File: src/rtl/axis_frame_pkg.sv
// Shared types for the AXI-Stream frame buffer: FSM state encoding and strobe-width helper.
package axis_frame_pkg;

    typedef enum logic [2:0] {
        S_IDLE,
        S_WRITE,
        S_DRAIN,
        S_STORED,
        S_READ
    } fb_state_t;

    function automatic int strb_width(input int data_width);
        return data_width / 8;
    endfunction

endpackage

File: src/rtl/axis_fb_ram.sv
// Frame storage: one byte-enabled write port and one registered read port.
// rd_data only changes on a cycle with rd_en, so it can be held as a pipeline stage.
module axis_fb_ram
    import axis_frame_pkg::*;
#(
    parameter  int DATA_WIDTH = 32,
    parameter  int DEPTH      = 16,
    localparam int ADDR_W     = $clog2(DEPTH),
    localparam int STRB_W     = strb_width(DATA_WIDTH)
) (
    input  logic                  clk,
    input  logic                  wr_en,
    input  logic [ADDR_W-1:0]     wr_addr,
    input  logic [DATA_WIDTH-1:0] wr_data,
    input  logic [STRB_W-1:0]     wr_strb,
    input  logic                  rd_en,
    input  logic [ADDR_W-1:0]     rd_addr,
    output logic [DATA_WIDTH-1:0] rd_data
);

    logic [DATA_WIDTH-1:0] mem_q [DEPTH];
    logic [DATA_WIDTH-1:0] rd_data_q;

    always_ff @(posedge clk) begin
        if (wr_en) begin
            for (int b = 0; b < STRB_W; b++) begin
                if (wr_strb[b]) begin
                    mem_q[wr_addr][b*8 +: 8] <= wr_data[b*8 +: 8];
                end
            end
        end
        if (rd_en) begin
            rd_data_q <= mem_q[rd_addr];
        end
    end

    assign rd_data = rd_data_q;

endmodule

File: src/rtl/axis_frame_buffer.sv
// Stores one AXI-Stream frame from s01 into a byte-enabled RAM and replays it on m01.
// Define AXIS_FRAME_REPLAY_EN to keep the frame after readout and add the frame_release input.
module axis_frame_buffer
    import axis_frame_pkg::*;
#(
    parameter  int DATA_WIDTH = 32,
    parameter  int DEPTH      = 16,
    localparam int ADDR_W     = $clog2(DEPTH),
    localparam int STRB_W     = strb_width(DATA_WIDTH)
) (
    input  logic                  s01_axis_aclk,
    input  logic                  s01_axis_aresetn,
    input  logic [DATA_WIDTH-1:0] s01_axis_tdata,
    input  logic [STRB_W-1:0]     s01_axis_tstrb,
    input  logic                  s01_axis_tvalid,
    input  logic                  s01_axis_tlast,
    output logic                  s01_axis_tready,
    input  logic                  rd_start,
`ifdef AXIS_FRAME_REPLAY_EN
    input  logic                  frame_release,
`endif
    input  logic                  m01_axis_tready,
    output logic [DATA_WIDTH-1:0] m01_axis_tdata,
    output logic [STRB_W-1:0]     m01_axis_tstrb,
    output logic                  m01_axis_tvalid,
    output logic                  m01_axis_tlast,
    output logic                  frame_ready,
    output logic [ADDR_W:0]       frame_len,
    output logic                  overflow
);

    localparam logic [ADDR_W:0] PTR_ONE  = (ADDR_W+1)'(1);
    localparam logic [ADDR_W:0] PTR_LAST = (ADDR_W+1)'(DEPTH - 1);

    fb_state_t             state_q, state_d;
    logic [ADDR_W:0]       wr_ptr_q, wr_ptr_d;
    logic [ADDR_W:0]       rd_ptr_q, rd_ptr_d;
    logic                  overflow_q, overflow_d;
    logic                  tready_q, tready_d;
    logic                  frame_ready_q, frame_ready_d;
    logic                  ram_vld_q, ram_vld_d;
    logic                  ram_last_q, ram_last_d;
    logic                  out_valid_q, out_valid_d;
    logic                  out_last_q, out_last_d;
    logic [DATA_WIDTH-1:0] out_data_q, out_data_d;

    logic                  wr_en, rd_en;
    logic [ADDR_W-1:0]     wr_addr, rd_addr;
    logic [DATA_WIDTH-1:0] ram_rd_data;
    logic                  s_hs, m_hs, out_free, load_out;

    axis_fb_ram #(
        .DATA_WIDTH (DATA_WIDTH),
        .DEPTH      (DEPTH)
    ) u_ram (
        .clk     (s01_axis_aclk),
        .wr_en   (wr_en),
        .wr_addr (wr_addr),
        .wr_data (s01_axis_tdata),
        .wr_strb (s01_axis_tstrb),
        .rd_en   (rd_en),
        .rd_addr (rd_addr),
        .rd_data (ram_rd_data)
    );

    // Both ports: a beat moves on the edge where tvalid && tready; the sender holds
    // tdata/tstrb/tlast stable and never drops tvalid until that edge.
    always_comb begin
        state_d     = state_q;
        wr_ptr_d    = wr_ptr_q;
        rd_ptr_d    = rd_ptr_q;
        overflow_d  = overflow_q;
        ram_vld_d   = ram_vld_q;
        ram_last_d  = ram_last_q;
        out_valid_d = out_valid_q;
        out_last_d  = out_last_q;
        out_data_d  = out_data_q;
        wr_en       = 1'b0;
        wr_addr     = wr_ptr_q[ADDR_W-1:0];
        rd_en       = 1'b0;
        rd_addr     = rd_ptr_q[ADDR_W-1:0];

        s_hs     = s01_axis_tvalid && tready_q;
        m_hs     = out_valid_q && m01_axis_tready;
        out_free = !out_valid_q || m01_axis_tready;
        load_out = ram_vld_q && out_free;

        case (state_q)
            S_IDLE: begin
                if (s_hs) begin
                    wr_en      = 1'b1;
                    wr_addr    = '0;
                    wr_ptr_d   = PTR_ONE;
                    overflow_d = 1'b0;
                    state_d    = s01_axis_tlast ? S_STORED : S_WRITE;
                end
            end
            S_WRITE: begin
                if (s_hs) begin
                    wr_en    = 1'b1;
                    wr_ptr_d = wr_ptr_q + PTR_ONE;
                    if (s01_axis_tlast) begin
                        state_d = S_STORED;
                    end else if (wr_ptr_q == PTR_LAST) begin
                        state_d    = S_DRAIN;
                        overflow_d = 1'b1;
                    end
                end
            end
            S_DRAIN: begin
                if (s_hs && s01_axis_tlast) begin
                    state_d = S_STORED;
                end
            end
            S_STORED: begin
`ifdef AXIS_FRAME_REPLAY_EN
                if (frame_release) begin
                    state_d  = S_IDLE;
                    wr_ptr_d = '0;
                end else
`endif
                if (rd_start) begin
                    // Issue word 0 now so the first beat is out two cycles later.
                    state_d    = S_READ;
                    rd_en      = 1'b1;
                    rd_addr    = '0;
                    rd_ptr_d   = PTR_ONE;
                    ram_vld_d  = 1'b1;
                    ram_last_d = (wr_ptr_q == PTR_ONE);
                end
            end
            S_READ: begin
                if (load_out) begin
                    out_valid_d = 1'b1;
                    out_last_d  = ram_last_q;
                    out_data_d  = ram_rd_data;
                end else if (m_hs) begin
                    out_valid_d = 1'b0;
                    out_last_d  = 1'b0;
                end
                ram_vld_d = ram_vld_q && !load_out;
                // Prefetch only when the RAM stage is empty or draining this cycle.
                if ((!ram_vld_q || load_out) && (rd_ptr_q != wr_ptr_q)) begin
                    rd_en      = 1'b1;
                    rd_ptr_d   = rd_ptr_q + PTR_ONE;
                    ram_vld_d  = 1'b1;
                    ram_last_d = ((rd_ptr_q + PTR_ONE) == wr_ptr_q);
                end
                if (m_hs && out_last_q) begin
                    out_valid_d = 1'b0;
                    out_last_d  = 1'b0;
                    rd_ptr_d    = '0;
                    ram_vld_d   = 1'b0;
                    ram_last_d  = 1'b0;
`ifdef AXIS_FRAME_REPLAY_EN
                    state_d     = S_STORED;
`else
                    state_d     = S_IDLE;
                    wr_ptr_d    = '0;
`endif
                end
            end
            default: state_d = S_IDLE;
        endcase

        tready_d      = (state_d == S_IDLE) || (state_d == S_WRITE) || (state_d == S_DRAIN);
        frame_ready_d = (state_d == S_STORED) || (state_d == S_READ);
    end

    always_ff @(posedge s01_axis_aclk or negedge s01_axis_aresetn) begin
        if (!s01_axis_aresetn) begin
            state_q       <= S_IDLE;
            wr_ptr_q      <= '0;
            rd_ptr_q      <= '0;
            overflow_q    <= 1'b0;
            tready_q      <= 1'b0;
            frame_ready_q <= 1'b0;
            ram_vld_q     <= 1'b0;
            ram_last_q    <= 1'b0;
            out_valid_q   <= 1'b0;
            out_last_q    <= 1'b0;
            out_data_q    <= '0;
        end else begin
            state_q       <= state_d;
            wr_ptr_q      <= wr_ptr_d;
            rd_ptr_q      <= rd_ptr_d;
            overflow_q    <= overflow_d;
            tready_q      <= tready_d;
            frame_ready_q <= frame_ready_d;
            ram_vld_q     <= ram_vld_d;
            ram_last_q    <= ram_last_d;
            out_valid_q   <= out_valid_d;
            out_last_q    <= out_last_d;
            out_data_q    <= out_data_d;
        end
    end

    assign s01_axis_tready = tready_q;
    assign m01_axis_tdata  = out_data_q;
    assign m01_axis_tstrb  = {STRB_W{out_valid_q}};
    assign m01_axis_tvalid = out_valid_q;
    assign m01_axis_tlast  = out_last_q;
    assign frame_ready     = frame_ready_q;
    assign frame_len       = wr_ptr_q;
    assign overflow        = overflow_q;

endmodule

File: config.mk
export PLATFORM = sky130hd
export DESIGN_NAME = axis_frame_buffer
export DESIGN_NICKNAME = d
export VERILOG_FILES = /design/src/rtl/axis_frame_pkg.sv /design/src/rtl/axis_fb_ram.sv /design/src/rtl/axis_frame_buffer.sv
export SDC_FILE = /design/constraint.sdc
export NUM_CORES = 1
export LEC_CHECK = 0
export ABC_AREA = 1
export BUFFER_PORTS_ARGS = -buffer_cell sky130_fd_sc_hd__buf_2
export CAP_MARGIN = 15
export CORE_UTILIZATION = 45
export DETAILED_ROUTE_END_ITERATION = 10
export SLEW_MARGIN = 40
export SYNTH_ARGS = -nofsm -noshare
export SYNTH_HDL_FRONTEND = slang
export SYNTH_SLANG_ARGS = --single-unit
File: constraint.sdc
create_clock -name s01_axis_aclk -period 11.12 [get_ports s01_axis_aclk]
set_input_delay 1.668 -clock s01_axis_aclk [delete_from_list [all_inputs] [get_ports s01_axis_aclk]]
set_output_delay 1.668 -clock s01_axis_aclk [all_outputs]
set_load 0.01 [all_outputs]
## Word level (Yosys, flattened, before mapping)

Memories as Yosys holds them, arrays and structs flattened. A register that Yosys moved wholly into a read port is not among the register bits.
Cells that the tools add are included.

- Add/sub/neg operators: 2
- Equality and inequality tests: 19
- Multiplexer cells: 56
- Reduce and logical (&&, ||, !) cells: 28

Operator list:

| cell | count |
|---|---|
| $mux W1 | 31 |
| $mux W5 | 6 |
| $mux W3 | 7 |
| $mux W4 | 4 |
| $pmux W3 S5 | 1 |
| $pmux W5 S3 | 1 |
| $eq A3 B2 Y1 const B | 4 |
| $ne A2 B2 Y1 const B | 6 |
| $add A5 B1 Y5 const B | 2 |
| $pmux W5 S2 | 1 |
| $pmux W1 S2 | 4 |
| $logic_and A1 B1 Y1 | 7 |
| $eq A3 B1 Y1 const B | 2 |
| $eq A3 B3 Y1 const B | 2 |
| $logic_not A3 Y1 | 2 |
| $reduce_and A2 Y1 | 3 |
| $reduce_bool A3 Y1 | 2 |
| $eq A5 B1 Y1 const B | 1 |
| $eq A5 B4 Y1 const B | 1 |
| $eq A5 B5 Y1 | 1 |
| $logic_or A1 B1 Y1 | 5 |
| $ne A5 B5 Y1 | 1 |
| $reduce_and A5 Y1 | 1 |
| $reduce_and A4 Y1 | 1 |
| other kinds (6) | 9 |

- Register bits after elaboration: 52
- Bits in writable memories: 512
- Bits of input ports: 42
- Output and inout port bits: 46
- Logic and storage cells: 117
- Memories kept: 1

Memories:

| memory | words | bits a word | rd ports | clocked after memory_dff | wr ports | line | text |
|---|---|---|---|---|---|---|---|
| u_ram.mem_q | 16 | 32 | 1 | 1 | 1 | axis_fb_ram.sv:21 | `logic [DATA_WIDTH-1:0] mem_q [DEPTH];` |

## Depth between registers and ports, before layout

- Depth in word-level cells: 8
- Mapped depth: 12
- Gate-level depth less buffers: 11

## Modules after synthesis

Synthesis repeated with hierarchy kept, for this count alone.

- Cells, all modules: 2455
- Area, all modules: 25988.7 um2

By module, submodules not included:

| module | times used | cells an instance | area each (um2) |
|---|---|---|---|
| axis_fb_ram | 1 | 2195 | 23336.1 |
| axis_frame_buffer | 1 | 260 | 2652.5 |

## Worst setup path before layout

Ideal clock, no wire load.

- Path type: input-to-reg
- Start point: in m01_axis_tready
- End point: reg u_ram.rd_data_q[0] (netlist: u_ram.rd_data[0]), read port of u_ram.mem_q, enable pin
- Setup time: 0.466 ns
- Arrival time: 4.124 ns
- Data required time: 10.654 ns
- Setup slack: 6.530 ns
- Stages: 4
- Buffers on the path: 0
- Cells stage by stage: nor3_1 -> inv_1 -> nand2_1 -> o21ai_0

- Cells in the longest elaborated chain, start to end: 6

Ends and longest elaborated chain:

| what | line | text |
|---|---|---|
| start: declaration | axis_frame_buffer.sv:22 | `input logic m01_axis_tready,` |
| $logic_or A1 B1 Y1 | axis_frame_buffer.sv:85 | `out_free = !out_valid_q \|\| m01_axis_tready;` |
| $logic_and A1 B1 Y1 | axis_frame_buffer.sv:86 | `load_out = ram_vld_q && out_free;` |
| $logic_or A1 B1 Y1 | axis_frame_buffer.sv:143 | `if ((!ram_vld_q \|\| load_out) && (rd_ptr_q != wr_ptr_q)) begin` |
| $logic_and A1 B1 Y1 | axis_frame_buffer.sv:143 |  |
| $mux W1 | axis_frame_buffer.sv:143 |  |
| $pmux W1 S2 | axis_frame_buffer.sv:88 | `case (state_q)` |
| named net rd_en | axis_frame_buffer.sv:47 | `logic wr_en, rd_en;` |
| end: declaration | axis_fb_ram.sv:22 | `logic [DATA_WIDTH-1:0] rd_data_q;` |

The timed path passes the listed nets, and every way through them passes these cells.
A chain may end at the register's enable or synchronous reset.

## Final worst setup path

- Start point: in rd_start
- End point: reg u_ram.rd_data_q[2] (netlist: u_ram.rd_data[2]), read port of u_ram.mem_q, data pin

- Cells in the longest elaborated chain, start to end: 2
- Elaborated cells on any way between the ends: 4
- Those cells by class: mux (4)

Ends and longest elaborated chain:

| what | line | text |
|---|---|---|
| start: declaration | axis_frame_buffer.sv:18 | `input logic rd_start,` |
| $mux W1 or $mux W4 (tied branches) | axis_frame_buffer.sv:122 | `if (rd_start) begin` |
| $pmux W1 S2 or $mux W4 (tied branches) | axis_frame_buffer.sv:88 |  |

Parallel ways exist; a longest one is shown, timed or not.

==> flow_summary.ini <==
[die]
die_w_um = 243
die-area_um2 = 58900
die_h_um = 243
initial_utilization = 0.459
io_pins = 88
placementRows = 87
core_um2 = 56800

[timing]
maxSlewViolCount = 0
setup_violations = 0
max_freq_mhz = 252
hold_ws_ns = 0.473
fin_crit_ns = 3.97
finalWorstSetupSlack_ns = 7.15
tns_ns = 0
tightest_slew_ns = 0.868
finClkSkew_ns = 0.0141
slew_headroom = 0.420
final.period_utilization = 0.357
hold_viol = 0
rsz0062_at_grt = no

[pwr]
power_density_nw_per_um2 = 219
p_leak_nw = 11.5
irDropWorstVdd_mv = 0.151

[clock_tree]
cts_resized = 0
cts_root_buf = clkbuf_16
hold_buffers = 0
cts_tree = built
insertion_delay_ns = 0.60
clk_path_buf_depth = 3
post-cts-setup-buffers = 0
path_clk_slew_ns = 0.06
cts.sinks = 596
numCtsBuffers = 66
ctsHtreeMaxLevel = 3

[route]
drc = 0
routedWlPerCell_um = 19.9
postRouteAntennaNets = 0
initialDrtViolationCount = 1516
num_vias = 16700
drt-total-wl_um = 62700
drtPass1Iterations = 6
via_per_inst = 5.30

[layout]
antenna_cells = 0
fillers = 5010
regArea_um2 = 17600
drive_above_1_share = 0.159
finish.utilization = 0.513
multiInputGateArea_um2 = 6550
area_growth_pct = 11.8
nets = 2390

[placed_design]
gp_congestion = 0.828
dp_slack_ns = 6.09
post-dp-hpwl_um = 37100
io_buffers = 87

[synthesis]
netlist_area_um2 = 26100
synth_edf_count = 544
ys_seq_area_frac = 0.676
synth_ff_type = edfxtp_1
synthTopCellsByArea = edfxtp_1, nand3_1, dfrtp_1
synthCells = 2313
ys_ff_latch = 596
yosys_warnings = 0
yosysTopAreaCell = edfxtp_1
synthArstFlopShare = 0.0872
syn_area_per_cell_um2 = 11.3
yosysTopAreaCellShare = 0.626
synth_cell_types = 28
syn-num-nets = 2359

[worst_setup_path]
crit_arrival_ns = 4.44
critPathMaxStageDelay_ns = 0.61
crit_path_max_fanout = 60
path_cells = buf_2, nand4_1, buf_4, buf_4, nand2_4, buf_4, nand2_1, nand3_1, nand3_1, nand3_1, nand2_1
r2r-start = state_q[0]$_DFF_PN0_
crit_start = rd_start
crit_path_start_kind = input pin
reg2reg_depth = 10
crit_type = in -> reg
endpoint_kind = flip-flop
slowest_stage = buf_4
r2r_slack_ns = 7.84
cp.required_ns = 11.58

[grt]
met1_usage = 0.293
use_met2 = 0.348
overflow = 0
grt_pass1_vias = 16600
grt_pass1_wl_um = 97100
antenna_found_initial = 0
busiest_layer = met2
grt_max_degree = 113
grt.met3_usage = 0.0430
grtUsageTotal = 0.215

[hold_path]
hp-class = reg -> reg
hp-start = u_ram.rd_data[15]$_DFFE_PP_
worstHoldPathCells = 1

[run]
cap_violations = 0

[status]
run_status = finished clean
cells by family after synthesis:
logic type,share of synthesized area
multiplexers,0.0138
adder cells (fa/ha/maj),0.00192
XOR/XNOR,0.00134
AO/OA/AOI/OAI,0.0158
buffers and inverters,0.0785
flip-flops,0.676
AND/OR/NAND/NOR,0.212
final cells by class:
cell class	count	share of cell area
clock inverter	24	0.00854
tap	756	0.0324
timing repair buffer	107	0.0221
clock buffer	95	0.0660
inverter	325	0.0418
multi-input combinational	1248	0.224
sequential	596	0.605
metrics by stage:
stage          std cells  total power [mW]  area, µm²
6_report            3151              6.39      29200
2_1_floorplan       2313              3.84      26100
4_1_cts             3149              6.43      29100
3_3_place_gp        3030              4.19      26800
5_1_grt             3151              6.71      29200
3_5_place_dp        3030              4.23      26900
where the power goes:
group | switching, mW | internal (mW)
Sequential | 0.113 | 2.62
Clock | 0.881 | 1.32
Combinational | 0.976 | 0.481
Total | 1.97 | 4.42
worst max-delay path: cells and delay by family:
family	cells	cell delay (ns)
and+or+nand+nor	7	0.98
buffers and inverters	4	1.71
layout by cell type (no fill, tap or decap), drive strengths merged, types with 5 or more instances in the layout:
| master | instances |
|---|---|
| nand3 | 555 |
| nor2 | 145 |
| mux2 | 32 |
| clkbuf | 95 |
| nand4 | 7 |
| buf | 107 |
| dfrtp | 52 |
| o2111ai | 32 |
| nand2 | 274 |
| inv | 328 |
| o21ai | 12 |
| a21oi | 6 |
| edfxtp | 544 |
| bufinv | 5 |
| clkinv | 16 |
| nor3 | 10 |
| or2 | 96 |
| nand3b | 65 |
synthesized netlist by cell type (4+ instances only):
| cell type | number |
|---|---|
| buf_2 | 59 |
| nor3_1 | 10 |
| clkbuf_1 | 43 |
| nand4_1 | 7 |
| buf_1 | 7 |
| buf_6 | 22 |
| nand3_1 | 555 |
| o21ai_0 | 12 |
| a21oi_1 | 6 |
| nor2_1 | 144 |
| inv_1 | 323 |
| nand3b_1 | 65 |
| nand2_1 | 273 |
| edfxtp_1 | 544 |
| mux2_2 | 32 |
| ha_1 | 4 |
| xor2_1 | 4 |
| dfrtp_1 | 52 |
| or2_2 | 96 |
| o2111ai_1 | 32 |
| buf_4 | 13 |
layer usage:
layer	vias to the layer above	wire length [µm]	part of all wire
met3	106	3810	0.061
met2	472	29500	0.47
met5	-	0	0
met1	8147	27700	0.44
met4	0	1680	0.027
li1	7979	-	-
sequential cells by signal (all words and copies together) (netlist names), 3 cells and up:
signal	flops
frame_len	5
m01_axis_tdata	32
rd_ptr_q	5
state_q	3
u_ram.mem_q	512
u_ram.rd_data	32
worst paths after layout:
kind                                                       end
min in group asynchronous                frame_ready$_DFF_PN0_
worst min-delay path            m01_axis_tdata[15]$_DFFE_PN0P_
max in group asynchronous              rd_ptr_q[0]$_DFFE_PN0P_
worst max register to register      u_ram.rd_data[2]$_DFFE_PP_
worst max-delay path                u_ram.rd_data[2]$_DFFE_PP_
worst min register to register  m01_axis_tdata[15]$_DFFE_PN0P_
Power figures use the tool's default switching activity.
